--- src/rtl/wb_pkg.sv ---
// -----------------------------------------------------------------------------
// wb_pkg
// Shared definitions for the write-back stage register file.
//   NUM_REGS / ADDR_W : 8 architectural registers, 3-bit index
//   DATA_W            : 64-bit register width
//   CNT_W             : 32-bit retired-instruction counter
//   wb_src_e          : which M/WB field feeds the register write
// Helpers:
//   sel_src()    : fixed-priority source decode (lw > movi > addi > subi)
//   multi_flag() : true when two or more opcode flags are set together
// -----------------------------------------------------------------------------
package wb_pkg;

  localparam int NUM_REGS = 8;
  localparam int ADDR_W   = 3;
  localparam int DATA_W   = 64;
  localparam int CNT_W    = 32;

  typedef enum logic [1:0] {
    SRC_NONE = 2'd0,
    SRC_MEM  = 2'd1,
    SRC_IMM  = 2'd2,
    SRC_ALU  = 2'd3
  } wb_src_e;

  // addi and subi share the ALU result, so their relative order does not
  // change the selected data; lw and movi must win over the ALU.
  function automatic wb_src_e sel_src(input logic lw, input logic movi,
                                      input logic addi, input logic subi);
    wb_src_e s;
    if (lw)                s = SRC_MEM;
    else if (movi)         s = SRC_IMM;
    else if (addi || subi) s = SRC_ALU;
    else                   s = SRC_NONE;
    return s;
  endfunction

  // Clearing the lowest set bit leaves a nonzero value only if another bit
  // was also set.
  function automatic logic multi_flag(input logic [4:0] f);
    return (f & (f - 5'd1)) != 5'd0;
  endfunction

endpackage

--- src/rtl/wb_regfile_if.sv ---
// -----------------------------------------------------------------------------
// wb_regfile_if
// Write-back bus between the M/WB pipeline register and the register file.
// Carries the opcode flags, write enable, candidate write data and
// destination index toward the register file, and the combinational
// write echo (wb_valid/wb_addr/wb_data) back toward the forwarding logic.
//   master : M/WB side, drives flags/data, observes the echo
//   slave  : register file side, consumes flags/data, drives the echo
// -----------------------------------------------------------------------------
interface wb_regfile_if;
  import wb_pkg::*;

  logic              noop_wb;
  logic              addi_wb;
  logic              movi_wb;
  logic              lw_wb;
  logic              sw_wb;
  logic              subi_wb;
  logic              wre_wb;
  logic [DATA_W-1:0] d_out_wb;
  logic [DATA_W-1:0] alu_result_wb;
  logic [DATA_W-1:0] offset_wb;
  logic [ADDR_W-1:0] rt_wb;

  logic              wb_valid;
  logic [ADDR_W-1:0] wb_addr;
  logic [DATA_W-1:0] wb_data;

  modport master (
    output noop_wb, addi_wb, movi_wb, lw_wb, sw_wb, subi_wb, wre_wb,
    output d_out_wb, alu_result_wb, offset_wb, rt_wb,
    input  wb_valid, wb_addr, wb_data
  );

  modport slave (
    input  noop_wb, addi_wb, movi_wb, lw_wb, sw_wb, subi_wb, wre_wb,
    input  d_out_wb, alu_result_wb, offset_wb, rt_wb,
    output wb_valid, wb_addr, wb_data
  );

endinterface

--- src/rtl/regfile_8x64.sv ---
// -----------------------------------------------------------------------------
// regfile_8x64
// Eight 64-bit registers, one synchronous write port, two asynchronous
// read ports. Register 0 is hardwired to zero: writes to it are dropped and
// reads of it return zero.
// Ports:
//   clk, rst               : clock, synchronous active-high clear of all regs
//   i_we, i_waddr, i_wdata : write port (commits on rising clk)
//   i_raddr_a, o_rdata_a   : read port A (combinational)
//   i_raddr_b, o_rdata_b   : read port B (combinational)
// -----------------------------------------------------------------------------
module regfile_8x64
  import wb_pkg::*;
(
  input  logic              clk,
  input  logic              rst,
  input  logic              i_we,
  input  logic [ADDR_W-1:0] i_waddr,
  input  logic [DATA_W-1:0] i_wdata,
  input  logic [ADDR_W-1:0] i_raddr_a,
  input  logic [ADDR_W-1:0] i_raddr_b,
  output logic [DATA_W-1:0] o_rdata_a,
  output logic [DATA_W-1:0] o_rdata_b
);

  logic [DATA_W-1:0] r_mem [NUM_REGS];

  always_ff @(posedge clk) begin
    if (rst) begin
      for (int i = 0; i < NUM_REGS; i++) begin
        r_mem[i] <= '0;
      end
    end else if (i_we && (i_waddr != '0)) begin
      r_mem[i_waddr] <= i_wdata;
    end
  end

  // r_mem[0] is never written after reset, but the explicit zero keeps r0
  // correct even before the first reset.
  assign o_rdata_a = (i_raddr_a == '0) ? '0 : r_mem[i_raddr_a];
  assign o_rdata_b = (i_raddr_b == '0) ? '0 : r_mem[i_raddr_b];

endmodule

--- src/rtl/wb_regfile.sv ---
// -----------------------------------------------------------------------------
// wb_regfile
// Write-back stage: selects the write source from the M/WB opcode flags,
// writes the register file, echoes the write for forwarding, counts retired
// instructions and flags illegal multi-opcode words.
// Ports:
//   clk, rst             : clock, synchronous active-high reset
//   wb (slave)           : M/WB flags/data in, write echo out
//   rd_addr_a/b          : decode-stage read indices
//   rd_data_a/b          : read data (combinational)
//   retire_cnt           : saturating count of retired instructions
//   flag_err             : sticky, set when two or more opcode flags coincide
// Configuration:
//   WB_BYPASS_EN : when defined, a read hitting the register being written
//                  this cycle returns the new data; otherwise it returns the
//                  stored value until the edge.
// -----------------------------------------------------------------------------
module wb_regfile
  import wb_pkg::*;
(
  input  logic              clk,
  input  logic              rst,
  wb_regfile_if.slave       wb,
  input  logic [ADDR_W-1:0] rd_addr_a,
  input  logic [ADDR_W-1:0] rd_addr_b,
  output logic [DATA_W-1:0] rd_data_a,
  output logic [DATA_W-1:0] rd_data_b,
  output logic [CNT_W-1:0]  retire_cnt,
  output logic              flag_err
);

  wb_src_e           w_src;
  logic [DATA_W-1:0] w_sel_data;
  logic              w_wen;
  logic [4:0]        w_ops;
  logic              w_retire;
  logic              w_multi;
  logic [DATA_W-1:0] w_rd_a;
  logic [DATA_W-1:0] w_rd_b;
  logic              w_unused_noop;

  logic [CNT_W-1:0]  r_retire_cnt;
  logic              r_flag_err;

  // noop carries no action of its own: with other flags set those flags
  // govern, and alone it neither writes nor retires.
  assign w_unused_noop = wb.noop_wb;

  assign w_src = sel_src(wb.lw_wb, wb.movi_wb, wb.addi_wb, wb.subi_wb);

  always_comb begin
    w_sel_data = '0;
    case (w_src)
      SRC_MEM: w_sel_data = wb.d_out_wb;
      SRC_IMM: w_sel_data = wb.offset_wb;
      SRC_ALU: w_sel_data = wb.alu_result_wb;
      default: w_sel_data = '0;
    endcase
  end

  // sw never selects a source, so it can never write.
  assign w_wen = wb.wre_wb && (w_src != SRC_NONE) && (wb.rt_wb != '0);

  // Echo stays live during reset so forwarding sees the same view.
  assign wb.wb_valid = w_wen;
  assign wb.wb_addr  = wb.rt_wb;
  assign wb.wb_data  = w_wen ? w_sel_data : '0;

  regfile_8x64 u_regfile (
    .clk       (clk),
    .rst       (rst),
    .i_we      (w_wen && !rst),
    .i_waddr   (wb.rt_wb),
    .i_wdata   (w_sel_data),
    .i_raddr_a (rd_addr_a),
    .i_raddr_b (rd_addr_b),
    .o_rdata_a (w_rd_a),
    .o_rdata_b (w_rd_b)
  );

`ifdef WB_BYPASS_EN
  // w_wen already excludes r0, so a bypass hit never returns nonzero for r0.
  assign rd_data_a = (w_wen && (rd_addr_a == wb.rt_wb)) ? w_sel_data : w_rd_a;
  assign rd_data_b = (w_wen && (rd_addr_b == wb.rt_wb)) ? w_sel_data : w_rd_b;
`else
  assign rd_data_a = w_rd_a;
  assign rd_data_b = w_rd_b;
`endif

  assign w_ops    = {wb.addi_wb, wb.movi_wb, wb.lw_wb, wb.sw_wb, wb.subi_wb};
  assign w_retire = |w_ops;
  assign w_multi  = multi_flag(w_ops);

  always_ff @(posedge clk) begin
    if (rst) begin
      r_retire_cnt <= '0;
    end else if (w_retire && (r_retire_cnt != '1)) begin
      r_retire_cnt <= r_retire_cnt + CNT_W'(1);
    end
  end

  always_ff @(posedge clk) begin
    if (rst) begin
      r_flag_err <= 1'b0;
    end else if (w_multi) begin
      r_flag_err <= 1'b1;
    end
  end

  assign retire_cnt = r_retire_cnt;
  assign flag_err   = r_flag_err;

endmodule

--- src/flat_wrapper.sv ---
// flat-port wrapper written by rule: the top's interface ports become plain ports
module wb_regfile_flat import wb_pkg::*;
  (clk, rst, rd_addr_a, rd_addr_b, rd_data_a, rd_data_b, retire_cnt, flag_err, wb_noop_wb, wb_addi_wb, wb_movi_wb, wb_lw_wb, wb_sw_wb, wb_subi_wb, wb_wre_wb, wb_d_out_wb, wb_alu_result_wb, wb_offset_wb, wb_rt_wb, wb_wb_valid, wb_wb_addr, wb_wb_data);
  wb_regfile_if wb_i ();
  input  logic clk;
  input  logic rst;
  input  logic [ADDR_W-1:0] rd_addr_a;
  input  logic [ADDR_W-1:0] rd_addr_b;
  output logic [DATA_W-1:0] rd_data_a;
  output logic [DATA_W-1:0] rd_data_b;
  output logic [CNT_W-1:0] retire_cnt;
  output logic flag_err;
  input wire logic [$bits(wb_i.noop_wb)-1:0] wb_noop_wb;
  input wire logic [$bits(wb_i.addi_wb)-1:0] wb_addi_wb;
  input wire logic [$bits(wb_i.movi_wb)-1:0] wb_movi_wb;
  input wire logic [$bits(wb_i.lw_wb)-1:0] wb_lw_wb;
  input wire logic [$bits(wb_i.sw_wb)-1:0] wb_sw_wb;
  input wire logic [$bits(wb_i.subi_wb)-1:0] wb_subi_wb;
  input wire logic [$bits(wb_i.wre_wb)-1:0] wb_wre_wb;
  input wire logic [$bits(wb_i.d_out_wb)-1:0] wb_d_out_wb;
  input wire logic [$bits(wb_i.alu_result_wb)-1:0] wb_alu_result_wb;
  input wire logic [$bits(wb_i.offset_wb)-1:0] wb_offset_wb;
  input wire logic [$bits(wb_i.rt_wb)-1:0] wb_rt_wb;
  output wire logic [$bits(wb_i.wb_valid)-1:0] wb_wb_valid;
  output wire logic [$bits(wb_i.wb_addr)-1:0] wb_wb_addr;
  output wire logic [$bits(wb_i.wb_data)-1:0] wb_wb_data;
  assign wb_i.noop_wb = wb_noop_wb;
  assign wb_i.addi_wb = wb_addi_wb;
  assign wb_i.movi_wb = wb_movi_wb;
  assign wb_i.lw_wb = wb_lw_wb;
  assign wb_i.sw_wb = wb_sw_wb;
  assign wb_i.subi_wb = wb_subi_wb;
  assign wb_i.wre_wb = wb_wre_wb;
  assign wb_i.d_out_wb = wb_d_out_wb;
  assign wb_i.alu_result_wb = wb_alu_result_wb;
  assign wb_i.offset_wb = wb_offset_wb;
  assign wb_i.rt_wb = wb_rt_wb;
  assign wb_wb_valid = wb_i.wb_valid;
  assign wb_wb_addr = wb_i.wb_addr;
  assign wb_wb_data = wb_i.wb_data;
  wb_regfile u_core (.clk(clk), .rst(rst), .wb(wb_i), .rd_addr_a(rd_addr_a), .rd_addr_b(rd_addr_b), .rd_data_a(rd_data_a), .rd_data_b(rd_data_b), .retire_cnt(retire_cnt), .flag_err(flag_err));
endmodule
--- config.mk ---
export PLATFORM = sky130hd
export DESIGN_NAME = wb_regfile_flat
export DESIGN_NICKNAME = d
export VERILOG_FILES = /design/src/rtl/wb_pkg.sv /design/src/rtl/wb_regfile_if.sv /design/src/rtl/regfile_8x64.sv /design/src/rtl/wb_regfile.sv /design/src/flat_wrapper.sv
export SDC_FILE = /design/constraint.sdc
export NUM_CORES = 1
export LEC_CHECK = 0
export BUFFER_PORTS_ARGS = -buffer_cell sky130_fd_sc_hd__buf_4
export CAP_MARGIN = 10
export CELL_PAD_IN_SITES_DETAIL_PLACEMENT = 0
export CELL_PAD_IN_SITES_GLOBAL_PLACEMENT = 1
export CORE_ASPECT_RATIO = 1.5
export CORE_MARGIN = 2
export CORE_UTILIZATION = 50
export DETAILED_ROUTE_END_ITERATION = 6
export GPL_TIMING_DRIVEN = 0
export PLACE_DENSITY_LB_ADDON = 0.2
export SLEW_MARGIN = 5
export SYNTH_ARGS = -nofsm -noshare
export SYNTH_HDL_FRONTEND = slang
export SYNTH_HIERARCHICAL = 1
export SYNTH_SLANG_ARGS = --single-unit
--- constraint.sdc ---
create_clock -name clk -period 9.4 [get_ports clk]
set_input_delay 1.41 -clock clk [delete_from_list [all_inputs] [get_ports clk]]
set_output_delay 1.41 -clock clk [all_outputs]
set_load 0.01 [all_outputs]
# Word level (Yosys, flattened, before mapping)
# Memories as Yosys holds them, arrays and structs flattened.
# Index checks and enable logic that the tools add are counted.
# totals
ff_bits	33
ramBits	512
word_cells	39
mem_count	1
# op_classes
n_addsub	2
n_eq_ne	4
muxes	15
bitwise_logic	1
n_reduce_logical	14
# memory_table
name	depth	word_bits	rd	rd_ports_with_merged_regs	write_ports	line	source
u_core.u_regfile.r_mem	8	64	2	0	8	regfile_8x64.sv:26	logic [DATA_W-1:0] r_mem [NUM_REGS];
# op_table
op	n
64-bit 2-to-1 mux	4
64-bit case mux with 3 select lines	1
64-bit OR reduction	1
32-bit by 1-bit adder with 32-bit output, second input constant	1
32-bit inequality test, second input constant	1
3-bit zero test	2
1-bit 2-to-1 mux	6
2-bit 2-to-1 mux	3
5-bit AND	1
1-bit logical AND	5
5-bit nonzero test	1
5-bit OR reduction	1
5-bit by 1-bit subtractor with 5-bit output, second input constant	1
2-bit equality test, second input constant	2
3-bit 2-to-1 mux	1
3-bit nonzero test	1
2-bit by 1-bit equality test with 1-bit output, second input constant	1
2-bit nonzero test	1
1-bit zero test	1
1-bit logical OR	1

# Longest topological paths before layout
# Gate-level depths: netlist of the first run.
# depth
depth_word	14
ltp_mapped	11
ltp_nobuf	6

# Modules after synthesis
# The synthesis of the first run kept the hierarchy.
# modules_own_cells
mod	n_inst	cells_per_inst	area_each_um2
regfile_8x64	1	1738	24641.1
wb_regfile	1	435	3165.5

# Worst setup path after synthesis of the first run
# No wires, ideal clock.
# synth_timing
path_type	input port to flip-flop
from	in wb_lw_wb
to	mem u_core.u_regfile.r_mem[4][0], enable pin
arrival_time_ps	3884
required_ps	9006
setup_slack_ps	5122
path_stages	10
path_buffers	4
path_cell_list	buf_4 -> or4_1 -> buf_4 -> o311ai_0 -> buf_2 -> nor2_1 -> or3b_4 -> nor2_2 -> buf_6 -> or2_2
# synth_lines
item	line	source
from (decl)	flat_wrapper.sv:16	input wire logic [$bits(wb_i.lw_wb)-1:0] wb_lw_wb;
to (decl)	regfile_8x64.sv:26	

# Worst setup path in the final report of the first run
# layout_timing
from	in wb_movi_wb
to	out wb_wb_data[40]
# layout_via
elab_chain_len	6
word_cells_on_any_way	10
classes_between	eq/ne (3); mux (4); reduce/logical (3)
# layout_rtl
item	line	source
from (decl)	flat_wrapper.sv:15	input wire logic [$bits(wb_i.movi_wb)-1:0] wb_movi_wb;
2-bit 2-to-1 mux *	wb_pkg.sv:32	else if (movi) s = SRC_IMM;
2-bit 2-to-1 mux *	wb_pkg.sv:31	if (lw) s = SRC_MEM;
branches (longest 3 deep; another with 64-bit case mux with 3 select lines)	-	
64-bit 2-to-1 mux *	wb_regfile.sv:67	assign wb.wb_data = w_wen ? w_sel_data : '0;
to (decl)	flat_wrapper.sv:26	output wire logic [$bits(wb_i.wb_data)-1:0] wb_wb_data;
# Mark *: on every way between the ends.

==> results_dict.tcl, run 1 <==
set metrics [dict create \
    grt_max_degree 36 \
    grt_pass1_vias 22708 \
    drt_iter0_drc 2373 \
    min_period_ps 5910 \
    final_cells 3395 \
    synth_area_um2 27800 \
    wire_per_inst_um 30.2 \
    required_ps 7990 \
    path_clk_slew_ps 70 \
    reg2reg_from "u_core/retire_cnt[16]" \
    grt_remaining_overflow 0 \
    whs_ps 506 \
    syn_to_final_growth_pct 21.3 \
    startpoint_type "input pin" \
    crit_start "wb_movi_wb" \
    final.period_utilization_pct 62.9 \
    dpl.cell_count 3308 \
    reg2reg_to "u_core/retire_cnt[25]" \
    final_cell_mix "and2_1 (451), buf_4 (450), edfxtp_1 (448)" \
    synth_top_cell_by_area "edfxtp_1" \
    arrival_ps 4500 \
    power_frac_seq_pct 46.1 \
    intPower_mw 4.02 \
    clkLatencyLatePin_ps 570 \
    setup_tns_ps 0 \
    layout.nets 2872 \
    ys_types 64 \
    power_leakage_nw 13.5 \
    grt_pass1_wl_um 146000 \
    fillers 4297 \
    r2r_setup_slack_ps 7060 \
    synthFlopType "edfxtp_1" \
    syn_inst 2173 \
    routabilityCongestion 0.890 \
    path_class "input pin to output port" \
    synth.avg_cell_area_um2 12.8 \
    dieHeight_um 293 \
    yosys-top-cells-area "edfxtp_1 (48%), and2_1 (10%), mux2i_1 (9.0%)" \
    floorplan.initialDensity_pct 50.8 \
    synth_edf_count 448 \
    ys_ff_latch 481 \
    drcViolationCount 0 \
    cts_resized 0 \
    reg2reg_depth 5 \
    clock-sinks 481 \
    die_area_um2 57600 \
    comb_power_share_pct 17.7 \
    min_to "u_core/flag_err" \
    fin_skew_ps 7.03 \
    final_area_um2 33700 \
    p_clk_share_pct 36.2 \
    place.port_buffers 433 \
    final_antenna_net_count 0 \
    numCtsBuffers 46 \
    switchingPower_mw 1.44 \
    ctsLongestPathBuffers 3 \
    cts-root-buf "clkbuf_16" \
    dp_hpwl_um 73200 \
    cp_max_fo 10 \
    min_path_type "register to register" \
    track_usage_pct 34.9 \
    placement_rows 105 \
    max_cap_violations 0 \
    maxSlewViolCount 0 \
    hold_path_startpoint "u_core/flag_err" \
    p_per_area_nw_per_um2 162 \
    max_freq_ghz 0.169 \
    async_flop_share_pct 0 \
    die_width_um 197 \
    worst_pin_slew_ps 1330 \
    post_cts_buffers 0 \
    synth_top_cell_area_share_pct 48.4 \
    worstHoldPathCells 2 \
    postCtsHoldBufs 0 \
    drive_gt1_share_pct 32.7 \
    h-tree-depth 2 \
    p_sw_share_pct 26.4 \
    rsz0062_at_grt "false" \
    core_um2 54800 \
    status "finished, final reports clean" \
    routed_via_density 6.44 \
    worst_ir_drop_vdd_v 0.000115 \
    grt_antenna_before_repair 9 \
    mostFrequentLayoutCell "and2_1" \
    cp-end-kind "output port" \
    first_pass_iters 7 \
    ys_warn_count 6 \
    slew_headroom_pct 11.7 \
    final-hold-violation-count 0 \
    cts_tree "done" \
    drt_wl_total_um 103000 \
    ioPinCount 439 \
    postPlaceCellArea_um2 32100 \
    seq_area_frac_synth_pct 50.8 \
    via_count 21853 \
    finalSetupViolCount 0 \
    syn_nets 2384 \
]
==> per-layer routing <==
metal	part of all wire, %	vias up	GRT usage (%)
met1	35	10882	39.7
met5	0.027	-	0
met2	51	1329	62.1
met4	5.9	4	19.1
met3	8.6	298	5.75
li1	-	9340	-
==> metrics by stage <==
| step | setup WS, ps | utilization [%] | power, mW |
|---|---|---|---|
| after global placement | 3730 | 58.3 | 3.49 |
| after global routing | 3600 | 61.6 | 5.62 |
| final | 3490 | 61.6 | 5.47 |
| after CTS | 3690 | 61.5 | 5.47 |
| after detailed placement | 3700 | 58.6 | 3.52 |
| after floorplan | 5120 | - | 3.05 |
==> cell type report <==
class | instances | area (um2) | area share, %
Tap cell | 695 | 870 | 2.58
Timing Repair Buffer | 440 | 3420 | 10.1
Clock inverter | 27 | 344 | 1.02
Inverter | 70 | 263 | 0.779
Sequential cell | 481 | 14100 | 41.9
Multi-Input combinational cell | 1418 | 12100 | 36.0
Clock buffer | 57 | 1260 | 3.73
Antenna cell | 3 | 7.51 | 0.0223
Buffer | 204 | 1300 | 3.87
==> state kept, by name, summed over array words and instances, names as in the netlist <==
register,cells
u_core/u_regfile/r_mem,448
u_core/retire_cnt,32
u_core/flag_err,1
==> critical path, cell delays in order <==
cell,delay (ps)
buf_4,130
nor3_2,900
clkbuf_1,1040
a222oi_1,550
nor2_1,300
buf_4,160
==> how the worst max path moves through the flow <==
stage	depth (start not counted)	to	slack (ps)
2_1_floorplan	10	u_core/u_regfile/r_mem[4][0]	5120
3_3_place_gp	6	wb_wb_data[40]	3730
3_5_place_dp	6	wb_wb_data[40]	3700
4_1_cts	6	wb_wb_data[40]	3690
5_1_grt	6	wb_wb_data[40]	3600
6_report	6	wb_wb_data[40]	3490
==> Yosys cell counts (18+ instances only) <==
cell / instances
and2_1: 451
edfxtp_1: 448
mux2i_1: 249
a221oi_1: 146
nor2_1: 106
a221oi_2: 100
clkbuf_1: 83
mux2_2: 82
inv_1: 70
a222oi_1: 64
mux2_4: 47
buf_2: 41
buf_6: 35
dfxtp_1: 33
xnor2_1: 23
a211oi_1: 19
nor2b_1: 18
==> cells by family after synthesis <==
| logic type | after synthesis | synth area share (%) |
|---|---|---|
| and+or+nand+nor | 646 | 13.9 |
| DFF | 481 | 50.8 |
| muxes | 382 | 15.0 |
| AOI/OAI and AO/OA | 365 | 13.9 |
| buffers and inverters | 274 | 5.63 |
| xor gates and xnor gates | 23 | 0.724 |
| adders and majority gates | 2 | 0.0810 |
==> power by group through the flow <==
stage	registers (mW)	clock network (mW)	logic (mW)
CTS	2.52	1.99	0.961
global placement	2.55	0	0.933
floorplan	2.54	0	0.506
finish	2.52	1.98	0.970
global route	2.53	2.08	1.01
detailed placement	2.56	0	0.957
No activity file was read; power rests on OpenSTA's default activity.
==> run 2, diff against run 1 <==
CORE_UTILIZATION = 42   (was 50)
clock period = 5.4 ns   (was 9.4 ns; I/O delays follow)
==> run 2 against run 1 <==
Effect of this change:
- register-to-register slack worse by 4000 ps
- cell count grew 5.4%
- worst setup slack worse by 2900 ps
- wire length up 6.1%
- largest power group unchanged
==> results_dict.tcl, run 2 (same netlist as run 1, synthesis figures left out) <==
set metrics [dict create \
    status "finished, final reports clean" \
    track_usage_pct 30.9 \
    postCtsHoldBufs 0 \
    path_class "input pin to output port" \
    via_count 21643 \
    drive_gt1_share_pct 32.9 \
    die_width_um 214 \
    grt_pass1_vias 22753 \
    p_sw_share_pct 27.3 \
    clock-sinks 481 \
    cp_max_fo 10 \
    startpoint_type "input pin" \
    whs_ps 498 \
    die_area_um2 68300 \
    antenna_cells 0 \
    final-hold-violation-count 0 \
    ctsLongestPathBuffers 3 \
    placement_rows 115 \
    grt_remaining_overflow 0 \
    dieHeight_um 319 \
    wire_per_inst_um 30.4 \
    routabilityCongestion 0.873 \
    cts-root-buf "clkbuf_16" \
    post_cts_buffers 0 \
    ioPinCount 439 \
    mostFrequentLayoutCell "and2_1" \
    largest_reg_flops 448 \
    place.port_buffers 433 \
    max_freq_ghz 0.210 \
    intPower_mw 6.82 \
    drcViolationCount 0 \
    min_period_ps 4770 \
    fin_util_pct 51.8 \
    p_clk_share_pct 34.9 \
    core_um2 65600 \
    cts_resized 0 \
    syn_to_final_growth_pct 22.2 \
    layout.nets 2880 \
    switchingPower_mw 2.57 \
    final_antenna_net_count 0 \
    routed_via_density 6.05 \
    rsz0062_at_grt "false" \
    final_cell_mix "and2_1 (451), buf_4 (450), edfxtp_1 (448)" \
    finalSetupViolCount 0 \
    numCtsBuffers 47 \
    grt_max_degree 45 \
    drt_wl_total_um 109000 \
    arrival_ps 3960 \
    required_ps 4590 \
    h-tree-depth 2 \
    grt_pass1_wl_um 154000 \
    first_pass_iters 7 \
    p_per_area_nw_per_um2 276 \
    cts_tree "done" \
    final.period_utilization_pct 88.3 \
    path_clk_slew_ps 70 \
    regMostFlops "u_core/u_regfile/r_mem" \
    floorplan.initialDensity_pct 42.4 \
    cp-end-kind "output port" \
    comb_power_share_pct 18.4 \
    dp_hpwl_um 77600 \
    maxSlewViolCount 0 \
    worst_ir_drop_vdd_v 0.000218 \
    min_path_type "register to register" \
    worst_pin_slew_ps 1490 \
    slew_headroom_pct 0.607 \
    drt_iter0_drc 1763 \
    power_frac_seq_pct 46.7 \
    fin_skew_ps 2.87 \
    grt_antenna_before_repair 5 \
    clkLatencyLatePin_ps 570 \
    setup_tns_ps 0 \
    p_total_mw 9.39 \
    power_leakage_nw 13.5 \
    max_cap_violations 0 \
]
-- run 2: cell count changes in the layout (fill, tap and decap cells not counted), sizes merged --
cell | previous run | this run
buf | 548 | 555
bufinv | 8 | 4
clkbuf | 153 | 150
clkinv | 13 | 19
diode | 3 | 0
-- run 2: layer usage --
layer | vias to the layer above | global-route usage [%] | share of wire, %
met5 | - | 0 | 0.027
met4 | 4 | 13.3 | 4.5
met3 | 244 | 4.93 | 7.6
met2 | 1245 | 55.9 | 51
met1 | 10802 | 36.0 | 37
li1 | 9348 | - | -
-- run 2: final cells by class --
class | count | area, um2
Multi-Input combinational cell | 1418 | 12100
Sequential cell | 481 | 14100
Clock buffer | 54 | 1240
Clock inverter | 29 | 258
Tap cell | 877 | 1100
Buffer | 204 | 1300
Fill cell | 5850 | 31600
Inverter | 70 | 263
Timing Repair Buffer | 447 | 3540
-- run 2: power groups by stage --
| stage | sequential [mW] | combinational (mW) | clock, mW |
|---|---|---|---|
| 2_1_floorplan | 4.42 | 0.881 | 0 |
| 3_3_place_gp | 4.44 | 1.66 | 0 |
| 3_5_place_dp | 4.46 | 1.71 | 0 |
| 4_1_cts | 4.38 | 1.72 | 3.30 |
| 5_1_grt | 4.40 | 1.80 | 3.43 |
| 6_report | 4.38 | 1.72 | 3.28 |
-- run 2: through the flow --
stage | setup slack, ps | cell area, um2 | std cells
final | 631 | 34000 | 3580
after global routing | 554 | 34000 | 3580
after CTS | 727 | 33900 | 3577
after detailed placement | 736 | 32400 | 3494
after global placement | 123 | 32200 | 3483
after floorplan | 1720 | 27800 | 2173
-- run 2: worst paths after layout --
path                            slack, ps                  start  cells after the start                     to
worst max-delay path                  630               wb_lw_wb                      7         wb_wb_data[45]
worst min-delay path                  500        u_core/flag_err                      2        u_core/flag_err
worst max register to register       3100  u_core/retire_cnt[16]                      5  u_core/retire_cnt[25]
worst min register to register        500        u_core/flag_err                      2        u_core/flag_err
-- run 2: critical path, cell delays in order --
cell,delay [ps]
buf_4,130
nor2b_1,100
clkbuf_1,700
clkbuf_1,990
a222oi_1,460
nor2_1,540
buf_4,210
